## src/rtl/uart_dbg_pkg.sv

```systemverilog
// Shared constants and FSM state set for the uart debug command sequencer.
// UART_DBG_CSUM_EN adds the frame/response checksum states.
package uart_dbg_pkg;

  localparam logic [7:0] OP_WR = 8'h57;
  localparam logic [7:0] OP_RD = 8'h52;
  localparam logic [7:0] ACK   = 8'h06;
  localparam logic [7:0] NAK   = 8'h15;

  typedef enum logic [3:0] {
    S_IDLE,
`ifdef UART_DBG_CSUM_EN
    S_GET_CSUM,
    S_TX_CSUM,
    S_TX_CSUM_WAIT,
`endif
    S_GET_ADDR,
    S_GET_DATA,
    S_BUS_REQ,
    S_BUS_WAIT,
    S_TX_STAT,
    S_TX_STAT_WAIT,
    S_TX_DATA,
    S_TX_DATA_WAIT
  } state_e;

  function automatic logic is_opcode(input logic [7:0] b);
    return (b == OP_WR) || (b == OP_RD);
  endfunction

endpackage

```

## src/rtl/uart_dbg_cmd_ctrl_if.sv

```systemverilog
// Uart-core byte handshake and internal register-bus interfaces.
// The command sequencer is the master on both.
interface uart_dbg_uart_if;
  logic [7:0] rx_byte;
  logic       received;
  logic       is_transmitting;
  logic [7:0] tx_byte;
  logic       transmit;

  modport master (input rx_byte, received, is_transmitting, output tx_byte, transmit);
  modport slave  (output rx_byte, received, is_transmitting, input tx_byte, transmit);
endinterface

interface uart_dbg_reg_if #(parameter int ADDR_W = 8);
  logic [ADDR_W-1:0] reg_addr;
  logic [7:0]        reg_wdata;
  logic              reg_we;
  logic              reg_re;
  logic [7:0]        reg_rdata;
  logic              reg_ack;

  modport master (output reg_addr, reg_wdata, reg_we, reg_re, input reg_rdata, reg_ack);
  modport slave  (input reg_addr, reg_wdata, reg_we, reg_re, output reg_rdata, reg_ack);
endinterface

```

## src/rtl/uart_dbg_tx_seq.sv

```systemverilog
// One-byte uart transmit handshake: strobe when the uart is free, then
// report completion once it has gone busy and come back idle.
module uart_dbg_tx_seq (
  input  logic       clk,
  input  logic       rst_n,
  input  logic       send_i,
  input  logic       chk_i,
  input  logic [7:0] byte_i,
  input  logic       busy_i,
  output logic       fire_o,
  output logic       done_o,
  output logic       transmit_o,
  output logic [7:0] tx_byte_o
);

  logic       transmit_q;
  logic [7:0] tx_byte_q;
  logic       skip_q;

  assign fire_o = send_i & ~busy_i;
  // The uart only raises its busy flag after seeing the strobe, so the
  // strobe cycle itself must not be read as "already finished".
  assign done_o = chk_i & ~skip_q & ~busy_i;

  always_ff @(posedge clk or negedge rst_n) begin
    if (!rst_n) begin
      transmit_q <= 1'b0;
      tx_byte_q  <= '0;
      skip_q     <= 1'b0;
    end else begin
      transmit_q <= fire_o;
      skip_q     <= fire_o;
      if (fire_o) tx_byte_q <= byte_i;
    end
  end

  assign transmit_o = transmit_q;
  assign tx_byte_o  = tx_byte_q;

endmodule

```

## src/rtl/uart_dbg_cmd_ctrl.sv

```systemverilog
// Parses uart command frames into single register-bus accesses and returns
// ACK/NAK (+ read data). UART_DBG_CSUM_EN enables frame/response checksums.
module uart_dbg_cmd_ctrl
  import uart_dbg_pkg::*;
#(
  parameter int CLK_FREQ         = 12000000,
  parameter int BYTE_TIMEOUT_CYC = CLK_FREQ / 100,
  parameter int BUS_TIMEOUT_CYC  = 255,
  parameter int ADDR_W           = 8
) (
  input  logic             iCE_CLK,
  input  logic             rst_n,
  uart_dbg_uart_if.master  uart,
  uart_dbg_reg_if.master   regb,
  output logic             busy,
  output logic             err
);

  localparam int TMR_MAX = (BYTE_TIMEOUT_CYC > BUS_TIMEOUT_CYC) ? BYTE_TIMEOUT_CYC : BUS_TIMEOUT_CYC;
  localparam int TMR_W   = $clog2(TMR_MAX + 1);
  localparam logic [TMR_W-1:0] BYTE_TO = TMR_W'(BYTE_TIMEOUT_CYC);
  localparam logic [TMR_W-1:0] BUS_TO  = TMR_W'(BUS_TIMEOUT_CYC);

  state_e            state_q;
  logic              rd_q;
  logic [ADDR_W-1:0] addr_q;
  logic [7:0]        wdata_q, rdata_q, stat_q;
  logic [TMR_W-1:0]  tmr_q;
  logic              we_q, re_q, err_q;
`ifdef UART_DBG_CSUM_EN
  logic [7:0]        csum_q;
`endif

  logic       tx_send, tx_chk, tx_fire, tx_done;
  logic [7:0] tx_val;

  always_comb begin
    tx_send = 1'b0;
    tx_chk  = 1'b0;
    tx_val  = stat_q;
    case (state_q)
      S_TX_STAT:      tx_send = 1'b1;
      S_TX_STAT_WAIT: tx_chk  = 1'b1;
      S_TX_DATA:      begin tx_send = 1'b1; tx_val = rdata_q; end
      S_TX_DATA_WAIT: tx_chk  = 1'b1;
`ifdef UART_DBG_CSUM_EN
      S_TX_CSUM:      begin tx_send = 1'b1; tx_val = 8'(ACK + rdata_q); end
      S_TX_CSUM_WAIT: tx_chk  = 1'b1;
`endif
      default: ;
    endcase
  end

  uart_dbg_tx_seq u_tx (
    .clk       (iCE_CLK),
    .rst_n     (rst_n),
    .send_i    (tx_send),
    .chk_i     (tx_chk),
    .byte_i    (tx_val),
    .busy_i    (uart.is_transmitting),
    .fire_o    (tx_fire),
    .done_o    (tx_done),
    .transmit_o(uart.transmit),
    .tx_byte_o (uart.tx_byte)
  );

  always_ff @(posedge iCE_CLK or negedge rst_n) begin
    if (!rst_n) begin
      state_q <= S_IDLE;
      rd_q    <= 1'b0;
      addr_q  <= '0;
      wdata_q <= '0;
      rdata_q <= '0;
      stat_q  <= '0;
      tmr_q   <= '0;
      we_q    <= 1'b0;
      re_q    <= 1'b0;
      err_q   <= 1'b0;
`ifdef UART_DBG_CSUM_EN
      csum_q  <= '0;
`endif
    end else begin
      we_q  <= 1'b0;
      re_q  <= 1'b0;
      err_q <= 1'b0;
      case (state_q)
        S_IDLE: begin
          tmr_q <= '0;
          if (uart.received) begin
            if (is_opcode(uart.rx_byte)) begin
              rd_q    <= (uart.rx_byte == OP_RD);
              state_q <= S_GET_ADDR;
`ifdef UART_DBG_CSUM_EN
              csum_q  <= uart.rx_byte;
`endif
            end else begin
              stat_q  <= NAK;
              err_q   <= 1'b1;
              state_q <= S_TX_STAT;
            end
          end
        end
        S_GET_ADDR: begin
          if (uart.received) begin
            addr_q <= uart.rx_byte[ADDR_W-1:0];
            tmr_q  <= '0;
`ifdef UART_DBG_CSUM_EN
            csum_q <= csum_q + uart.rx_byte;
            state_q <= rd_q ? S_GET_CSUM : S_GET_DATA;
`else
            state_q <= rd_q ? S_BUS_REQ : S_GET_DATA;
            re_q    <= rd_q;
`endif
          end else if (tmr_q == BYTE_TO) begin
            err_q   <= 1'b1;
            state_q <= S_IDLE;
          end else begin
            tmr_q <= tmr_q + TMR_W'(1);
          end
        end
        S_GET_DATA: begin
          if (uart.received) begin
            wdata_q <= uart.rx_byte;
            tmr_q   <= '0;
`ifdef UART_DBG_CSUM_EN
            csum_q  <= csum_q + uart.rx_byte;
            state_q <= S_GET_CSUM;
`else
            state_q <= S_BUS_REQ;
            we_q    <= 1'b1;
`endif
          end else if (tmr_q == BYTE_TO) begin
            err_q   <= 1'b1;
            state_q <= S_IDLE;
          end else begin
            tmr_q <= tmr_q + TMR_W'(1);
          end
        end
`ifdef UART_DBG_CSUM_EN
        S_GET_CSUM: begin
          if (uart.received) begin
            tmr_q <= '0;
            if (uart.rx_byte == csum_q) begin
              we_q    <= ~rd_q;
              re_q    <= rd_q;
              state_q <= S_BUS_REQ;
            end else begin
              stat_q  <= NAK;
              err_q   <= 1'b1;
              state_q <= S_TX_STAT;
            end
          end else if (tmr_q == BYTE_TO) begin
            err_q   <= 1'b1;
            state_q <= S_IDLE;
          end else begin
            tmr_q <= tmr_q + TMR_W'(1);
          end
        end
`endif
        S_BUS_REQ: begin
          tmr_q   <= '0;
          state_q <= S_BUS_WAIT;
        end
        S_BUS_WAIT: begin
          // An ack landing on the timeout cycle still wins.
          if (regb.reg_ack) begin
            rdata_q <= regb.reg_rdata;
            stat_q  <= ACK;
            state_q <= S_TX_STAT;
          end else if (tmr_q == BUS_TO) begin
            stat_q  <= NAK;
            err_q   <= 1'b1;
            state_q <= S_TX_STAT;
          end else begin
            tmr_q <= tmr_q + TMR_W'(1);
          end
        end
        S_TX_STAT:      if (tx_fire) state_q <= S_TX_STAT_WAIT;
        S_TX_STAT_WAIT: if (tx_done) state_q <= (stat_q == ACK && rd_q) ? S_TX_DATA : S_IDLE;
        S_TX_DATA:      if (tx_fire) state_q <= S_TX_DATA_WAIT;
`ifdef UART_DBG_CSUM_EN
        S_TX_DATA_WAIT: if (tx_done) state_q <= S_TX_CSUM;
        S_TX_CSUM:      if (tx_fire) state_q <= S_TX_CSUM_WAIT;
        S_TX_CSUM_WAIT: if (tx_done) state_q <= S_IDLE;
`else
        S_TX_DATA_WAIT: if (tx_done) state_q <= S_IDLE;
`endif
        default: state_q <= S_IDLE;
      endcase
    end
  end

  assign regb.reg_addr  = addr_q;
  assign regb.reg_wdata = wdata_q;
  assign regb.reg_we    = we_q;
  assign regb.reg_re    = re_q;
  assign busy           = (state_q != S_IDLE);
  assign err            = err_q;

endmodule

```

## src/flat_wrapper.sv

```systemverilog
// flat-port wrapper written by rule: the top's interface ports become plain ports
module uart_dbg_cmd_ctrl_flat import uart_dbg_pkg::*;
#(
  parameter int CLK_FREQ         = 12000000,
  parameter int BYTE_TIMEOUT_CYC = CLK_FREQ / 100,
  parameter int BUS_TIMEOUT_CYC  = 255,
  parameter int ADDR_W           = 8
)
  (iCE_CLK, rst_n, busy, err, uart_rx_byte, uart_received, uart_is_transmitting, uart_tx_byte, uart_transmit, regb_reg_addr, regb_reg_wdata, regb_reg_we, regb_reg_re, regb_reg_rdata, regb_reg_ack);
  uart_dbg_uart_if uart_i ();
  uart_dbg_reg_if #(.ADDR_W(ADDR_W)) regb_i ();
  input  logic iCE_CLK;
  input  logic rst_n;
  output logic busy;
  output logic err;
  input wire logic [$bits(uart_i.rx_byte)-1:0] uart_rx_byte;
  input wire logic [$bits(uart_i.received)-1:0] uart_received;
  input wire logic [$bits(uart_i.is_transmitting)-1:0] uart_is_transmitting;
  output wire logic [$bits(uart_i.tx_byte)-1:0] uart_tx_byte;
  output wire logic [$bits(uart_i.transmit)-1:0] uart_transmit;
  output wire logic [$bits(regb_i.reg_addr)-1:0] regb_reg_addr;
  output wire logic [$bits(regb_i.reg_wdata)-1:0] regb_reg_wdata;
  output wire logic [$bits(regb_i.reg_we)-1:0] regb_reg_we;
  output wire logic [$bits(regb_i.reg_re)-1:0] regb_reg_re;
  input wire logic [$bits(regb_i.reg_rdata)-1:0] regb_reg_rdata;
  input wire logic [$bits(regb_i.reg_ack)-1:0] regb_reg_ack;
  assign uart_i.rx_byte = uart_rx_byte;
  assign uart_i.received = uart_received;
  assign uart_i.is_transmitting = uart_is_transmitting;
  assign uart_tx_byte = uart_i.tx_byte;
  assign uart_transmit = uart_i.transmit;
  assign regb_reg_addr = regb_i.reg_addr;
  assign regb_reg_wdata = regb_i.reg_wdata;
  assign regb_reg_we = regb_i.reg_we;
  assign regb_reg_re = regb_i.reg_re;
  assign regb_i.reg_rdata = regb_reg_rdata;
  assign regb_i.reg_ack = regb_reg_ack;
  uart_dbg_cmd_ctrl #(.CLK_FREQ(CLK_FREQ), .BYTE_TIMEOUT_CYC(BYTE_TIMEOUT_CYC), .BUS_TIMEOUT_CYC(BUS_TIMEOUT_CYC), .ADDR_W(ADDR_W)) u_core (.iCE_CLK(iCE_CLK), .rst_n(rst_n), .uart(uart_i), .regb(regb_i), .busy(busy), .err(err));
endmodule
```

## config.mk

```make
export PLATFORM = sky130hd
export DESIGN_NAME = uart_dbg_cmd_ctrl_flat
export DESIGN_NICKNAME = d
export VERILOG_FILES = /design/src/rtl/uart_dbg_pkg.sv /design/src/rtl/uart_dbg_cmd_ctrl_if.sv /design/src/rtl/uart_dbg_tx_seq.sv /design/src/rtl/uart_dbg_cmd_ctrl.sv /design/src/flat_wrapper.sv
export SDC_FILE = /design/constraint.sdc
export NUM_CORES = 1
export LEC_CHECK = 0
export ABC_CLOCK_PERIOD_IN_PS = 2540
export CORE_ASPECT_RATIO = 1.75
export CORE_MARGIN = 10
export CORE_UTILIZATION = 32
export CTS_CLUSTER_SIZE = 30
export DETAILED_ROUTE_END_ITERATION = 8
export GPL_ROUTABILITY_DRIVEN = 0
export GPL_TIMING_DRIVEN = 0
export MAX_ROUTING_LAYER = met4
export RECOVER_POWER = 100
export SLEW_MARGIN = 10
export SYNTH_ARGS = -nofsm -noshare
export SYNTH_HDL_FRONTEND = slang
export SYNTH_HIERARCHICAL = 1
export SYNTH_SLANG_ARGS = --single-unit
```

## constraint.sdc

```tcl
create_clock -name iCE_CLK -period 2.54 [get_ports iCE_CLK]
set_input_delay 0.762 -clock iCE_CLK [delete_from_list [all_inputs] [get_ports iCE_CLK]]
set_output_delay 0.762 -clock iCE_CLK [all_outputs]
set_load 0.01 [all_outputs]
```

=== Word-level counts from Yosys, hierarchy flattened ===
Cells that the tools add are included.

* Flip-flop bits (word level): 66
* Output and inout bits: 29
* Logic and storage cells: 96

* Add/sub/neg operators: 1
* Eq/ne operators: 23
* Muxes and demuxes: 38
* Bitwise operators: 5
* Reduce and logical (&&, ||, !) cells: 17

{| class="wikitable"
|+ Operator list
! cell !! count
|-
| $mux W17 || 4
|-
| $pmux W17 S3 || 1
|-
| $mux W4 || 10
|-
| $mux W8 || 5
|-
| $pmux W4 S9 || 1
|-
| $add A17 B1 Y17 const B || 1
|-
| $eq A17 B17 Y1 const B || 1
|-
| $eq A17 B8 Y1 const B || 1
|-
| $eq A4 B3 Y1 const B || 4
|-
| $eq A8 B7 Y1 const B || 2
|-
| $pmux W8 S2 || 1
|-
| $mux W1 || 13
|-
| $ne A2 B2 Y1 const B || 6
|-
| $eq A4 B2 Y1 const B || 2
|-
| $eq A8 B3 Y1 const B || 1
|-
| $reduce_and A4 Y1 || 2
|-
| $reduce_or A2 Y1 || 4
|-
| $mux W3 || 2
|-
| $reduce_and A2 Y1 || 3
|-
| $reduce_and A6 Y1 || 1
|-
| $eq A4 B1 Y1 const B || 1
|-
| $eq A4 B4 Y1 const B || 1
|-
| $logic_not A4 Y1 || 1
|-
| $ne A2 B1 Y1 const B || 2
|-
| 11 further kinds || 14
|}

=== Depth between registers and ports, before layout ===
* Word-level depth: 7
* Gate-level depth with buffers: 9

=== Cells and area by module ===
The synthesis kept the hierarchy.

{| class="wikitable"
|+ Modules (own cells, without submodules)
! module !! times used !! cells an instance !! area an instance (µm²) !! seq. area each (µm²)
|-
| uart_dbg_cmd_ctrl || 1 || 281 || 2836.5 || 1301.2
|-
| uart_dbg_tx_seq || 1 || 20 || 370.4 || 225.2
|}

=== Least setup slack after synthesis ===
No wires, ideal clock.

* Path type: input -> register
* From: input port uart_received
* To: register u_core.tmr_q[7]
* Setup time: 0.110 ns
* Data arrival time: 2.118 ns
* Data required time: 2.430 ns
* Path slack: 0.312 ns
* Stages: 8
* Cell sequence: buf_1 -> or4_1 -> buf_2 -> o21ai_2 -> buf_6 -> buf_6 -> a22oi_1 -> o41ai_1

* Cells in the longest elaborated chain, start to end: 2

{| class="wikitable"
|+ Ends and longest elaborated chain
! item !! line !! text
|-
| start: declaration || flat_wrapper.sv:17 || <nowiki>input wire logic [$bits(uart_i.received)-1:0] uart_received;</nowiki>
|-
| $ne A3 B3 Y1 (no line) or $mux W17 (tied branches) || n/a ||
|-
| $reduce_and A4 Y1 (no line) or $pmux W17 S3 (tied branches) || n/a ||
|-
| end signal: assignment || uart_dbg_cmd_ctrl.sv:118 || <nowiki>tmr_q <= tmr_q + TMR_W'(1);</nowiki>
|-
| end signal: assignment || uart_dbg_cmd_ctrl.sv:136 || <nowiki>tmr_q <= tmr_q + TMR_W'(1);</nowiki>
|-
| end signal: assignment || uart_dbg_cmd_ctrl.sv:175 || <nowiki>tmr_q <= tmr_q + TMR_W'(1);</nowiki>
|-
| end: declaration || uart_dbg_cmd_ctrl.sv:28 || <nowiki>logic [TMR_W-1:0] tmr_q;</nowiki>
|}

Parallel ways exist; a longest one is shown, timed or not.
A chain may end at the register's enable or synchronous reset.

=== Worst setup path after layout ===
* From: input port regb_reg_ack
* To: register u_core.tmr_q[4]

* Cells in the longest elaborated chain, start to end: 2

{| class="wikitable"
|+ Ends and longest elaborated chain
! item !! line !! text
|-
| start: declaration || flat_wrapper.sv:26 || <nowiki>input wire logic [$bits(regb_i.reg_ack)-1:0] regb_reg_ack;</nowiki>
|-
| $ne A2 B2 Y1 (no line) || n/a ||
|-
| $reduce_and A4 Y1 (no line) || n/a ||
|}

No other way between the ends.

==> results.tsv <==
stage	metric	value	unit
clock_network	clockBufferDepth	2	
cells_and_area	post-route-util	0.4146	
die	dieArea	0.01458	sq mm
pwr	p_int	2.959	mW
sta	whs	0.3588	ns
detailed_routing	wl_per_cell	16.95	microns
pwr	p_total	4.661	mW
worst_setup_path	startpoint	regb_reg_ack	
grt	grt_overflow	0	
detailed_routing	drt_first_pass_iters	4	
grt	grt_pass1_wl	13090	microns
sta	maxSlewHeadroom	0.1078	
sta	rsz0062_at_grt	no	
pwr	switching_share	0.3652	
sta	tightest_slew	1.338	ns
pwr	powerDensity	1141	mW/mm^2
cells_and_area	syn_to_final_growth	27.35	%
yosys	yosysUniqueCellTypes	61	
placed_design	pre_cts_slack	-0.3331	ns
clock_network	clkSlewWorstSetupHoldPaths	0.05	ns
sta	max_freq	401.1	MHz
grt	grt_pass1_vias	2607	
sta	finalHoldViolations	0	
worst_setup_path	path_class	in -> reg	
worst_setup_path	r2r_cells	6	
worst_setup_path	r2r_setup_slack	0.14	ns
pwr	irDropWorstVdd	0.5910	mV
die	rows	48	
cells_and_area	n_antenna_cell	0	
placed_design	hpwlAfterDp	6180	microns
worst_setup_path	arrival	2.75	ns
cells_and_area	layout.nets	383	
worst_setup_path	timing.rr.end	u_core/tmr_q[4]	
yosys	synth.ff_latch_count	61	
yosys	ys.flop_type	dfrtp_1	
yosys	synth_nets	324	
die	die_w	95.68	microns
worst_setup_path	crit_path_start_kind	primary input	
hold_path	hold_path_class	in -> async	
clock_network	worstSkewPairLatency	0.33	ns
die	die_y	152.4	microns
pwr	p_comb_frac	0.451	
pwr	p_leak	1.726	nW
grt	antenna_found_initial	0	
detailed_routing	via_per_inst	5.243	
worst_setup_path	required	2.80	ns
yosys	avgSynthCellArea	10.65	sq um
detailed_routing	num_vias	2564	
yosys	ys_warn_count	6	
worst_setup_path	crit_path_end	u_core/tmr_q[4]	
pwr	pwr-share-seq	0.317	
worst_setup_path	crit_path_end_kind	flop	
placed_design	io_buffers	48	
cells_and_area	final_common_cell	dfrtp_1	
outcome	outcome	complete, no violations	
cells_and_area	final_cell_mix	dfrtp_1 (61), dlygate4sd3_1 (28), mux2_2 (25)	
clock_network	cts_made_buffers	9	
pwr	p_clk_frac	0.232	
die	initial_utilization	0.3256	
worst_setup_path	path_max_fanout	7	
clock_network	cts-hold-fix-buffers	0	
cells_and_area	n_fill_cell	1020	
sta	fin_ws	0.04656	ns
cells_and_area	drive_above_1_share	0.1648	
yosys	synth-edff-count	0	
sta	drv_slew	0	
detailed_routing	drt-total-wl	8289	microns
worst_setup_path	rr_startpoint	u_core/state_q[1]	
sta	fin_crit_sh	0.9817	
flow_run	drv_cap	0	
yosys	syn_area	0.003207	sq mm
grt	track_usage	0.1183	
detailed_routing	drt-initial-drc-count	81	
yosys	yosysSeqAreaShare	0.4760	
sta	setup_viol	0	
clock_network	h-tree-depth	3	
sta	fin_skew	0.008374	ns
yosys	post_synth_inst_count	301	
yosys	synthArstFlopShare	1.000	
grt	grt_max_degree	55	
die	ios	50	
clock_network	cts_root_buffer	clkbuf_16	
detailed_routing	drc	0	
clock_network	cts_tree	done	
detailed_routing	ant_nets	0	
sta	period_needed	2.493	ns
pwr	switching_power	1.702	mW
die	coreArea	0.009849	sq mm
clock_network	cts_sinks	61	
-- Yosys cell counts, types with 2 or more instances --
library cell / number / area, sq um
dfrtp_1: 61 / 1526
mux2_2: 25 / 281.5
nand2_1: 21 / 78.83
o21ai_0: 16 / 80.08
nor2_1: 15 / 56.30
inv_1: 12 / 45.04
nand3_1: 12 / 60.06
a21oi_1: 11 / 55.05
or3_1: 11 / 68.82
and2_1: 9 / 56.30
mux2_4: 8 / 120.1
nand2b_1: 7 / 43.79
clkbuf_1: 5 / 18.77
nand4_1: 5 / 31.28
o21ai_1: 5 / 25.02
buf_6: 4 / 45.04
nor2b_1: 4 / 25.02
o211ai_1: 4 / 30.03
a22oi_1: 3 / 22.52
and3_1: 3 / 18.77
buf_1: 3 / 11.26
nor3_1: 3 / 15.01
or4_1: 3 / 22.52
a211oi_1: 2 / 15.01
a21o_1: 2 / 15.01
a22o_1: 2 / 17.52
a31oi_1: 2 / 12.51
and4b_1: 2 / 20.02
buf_2: 2 / 10.01
ha_1: 2 / 25.02
nor4_1: 2 / 12.51
nor4b_1: 2 / 17.52
o2111ai_1: 2 / 17.52
o21a_1: 2 / 15.01
o41ai_1: 2 / 17.52
or4_4: 2 / 22.52
-- cell families after synthesis --
logic type	synth area share
buffers and inverters	0.04292
and+or+nand+nor	0.2029
muxes	0.1284
adders and majority gates	0.007802
DFF	0.4760
AOI/OAI and AO/OA	0.1315
xor gates and xnor gates	0.01054
-- cell type report --
| type | instances | area (sq um) | area share |
|---|---|---|---|
| timing repair buffer | 50 | 485.5 | 0.1189 |
| buffer | 13 | 75.07 | 0.01838 |
| clock inverter | 2 | 10.01 | 0.002451 |
| multi-input combinational | 213 | 1535 | 0.3759 |
| clock buffer | 13 | 250.2 | 0.06127 |
| inverter | 12 | 45.04 | 0.01103 |
| tap | 125 | 156.4 | 0.03830 |
| sequential | 61 | 1526 | 0.3738 |
-- worst min-delay path by stage --
| stage | startpoint | end | depth (start not counted) |
|---|---|---|---|
| CTS | rst_n | u_core/regb.reg_wdata[3] | 1 |
| global route | rst_n | u_core/regb.reg_wdata[3] | 1 |
| floorplan | u_core/stat_q[2] | u_core/stat_q[2] | 1 |
| detailed placement | u_core/regb.reg_addr[2] | u_core/regb.reg_addr[2] | 2 |
| global placement | u_core/regb.reg_wdata[2] | u_core/regb.reg_wdata[2] | 2 |
| finish | rst_n | u_core/regb.reg_wdata[3] | 1 |
-- repair_timing --
item                                    4_1_cts  5_1_grt
pin swaps                                     1        0
cloned                                        0        0
endpoints found under the setup margin        1        2
gates resized for setup                       6        1
setup buffers                                 1        0
-- flip-flops by register name, summed over array words and instances, names as in the netlist --
name and cells:
u_core/state_q 4, u_core/regb.reg_re 1, u_core/u_tx/tx_byte_o 8, u_core/rdata_q 8, u_core/regb.reg_we 1, u_core/rd_q 1
u_core/u_tx/transmit_o 1, u_core/tmr_q 17, u_core/err 1, u_core/stat_q 3, u_core/regb.reg_wdata 8, u_core/regb.reg_addr 8
-- critical path, stage by stage --
cell             delay (ns)
clkdlybuf4s50_1        0.46
or3_4                  0.36
a21oi_4                0.26
o211ai_1               0.27
or4_1                  0.53
nand3_1                0.10
-- stage by stage --
| stage | cells | TNS (ns) | instance area [sq um] |
|---|---|---|---|
| final | 489 | 0 | 4084 |
| after global routing | 489 | 0 | 4084 |
| after CTS | 489 | 0 | 4148 |
| after detailed placement | 475 | -2.598 | 3869 |
| after global placement | 474 | -89.03 | 3844 |
| after floorplan | 301 | 0 | 3207 |
-- power groups by stage --
stage	Clock, mW	Combinational [mW]	Sequential [mW]
final	1.08	2.10	1.48
after global routing	1.16	2.26	1.53
after CTS	1.11	2.27	1.49
after detailed placement	0	2.23	1.51
after global placement	0	2.20	1.49
after floorplan	0	1.32	1.56
-- metal layers --
metal / GRT usage / part of all wire / up-vias
met3: 0.02763 / 0.031 / 19
met4: 0.07128 / 0.033 / 0
li1: - / - / 1222
met1: 0.1251 / 0.40 / 1260
met5: - / 0 / -
met2: 0.1922 / 0.54 / 63
(Power assumes the default switching activity.)
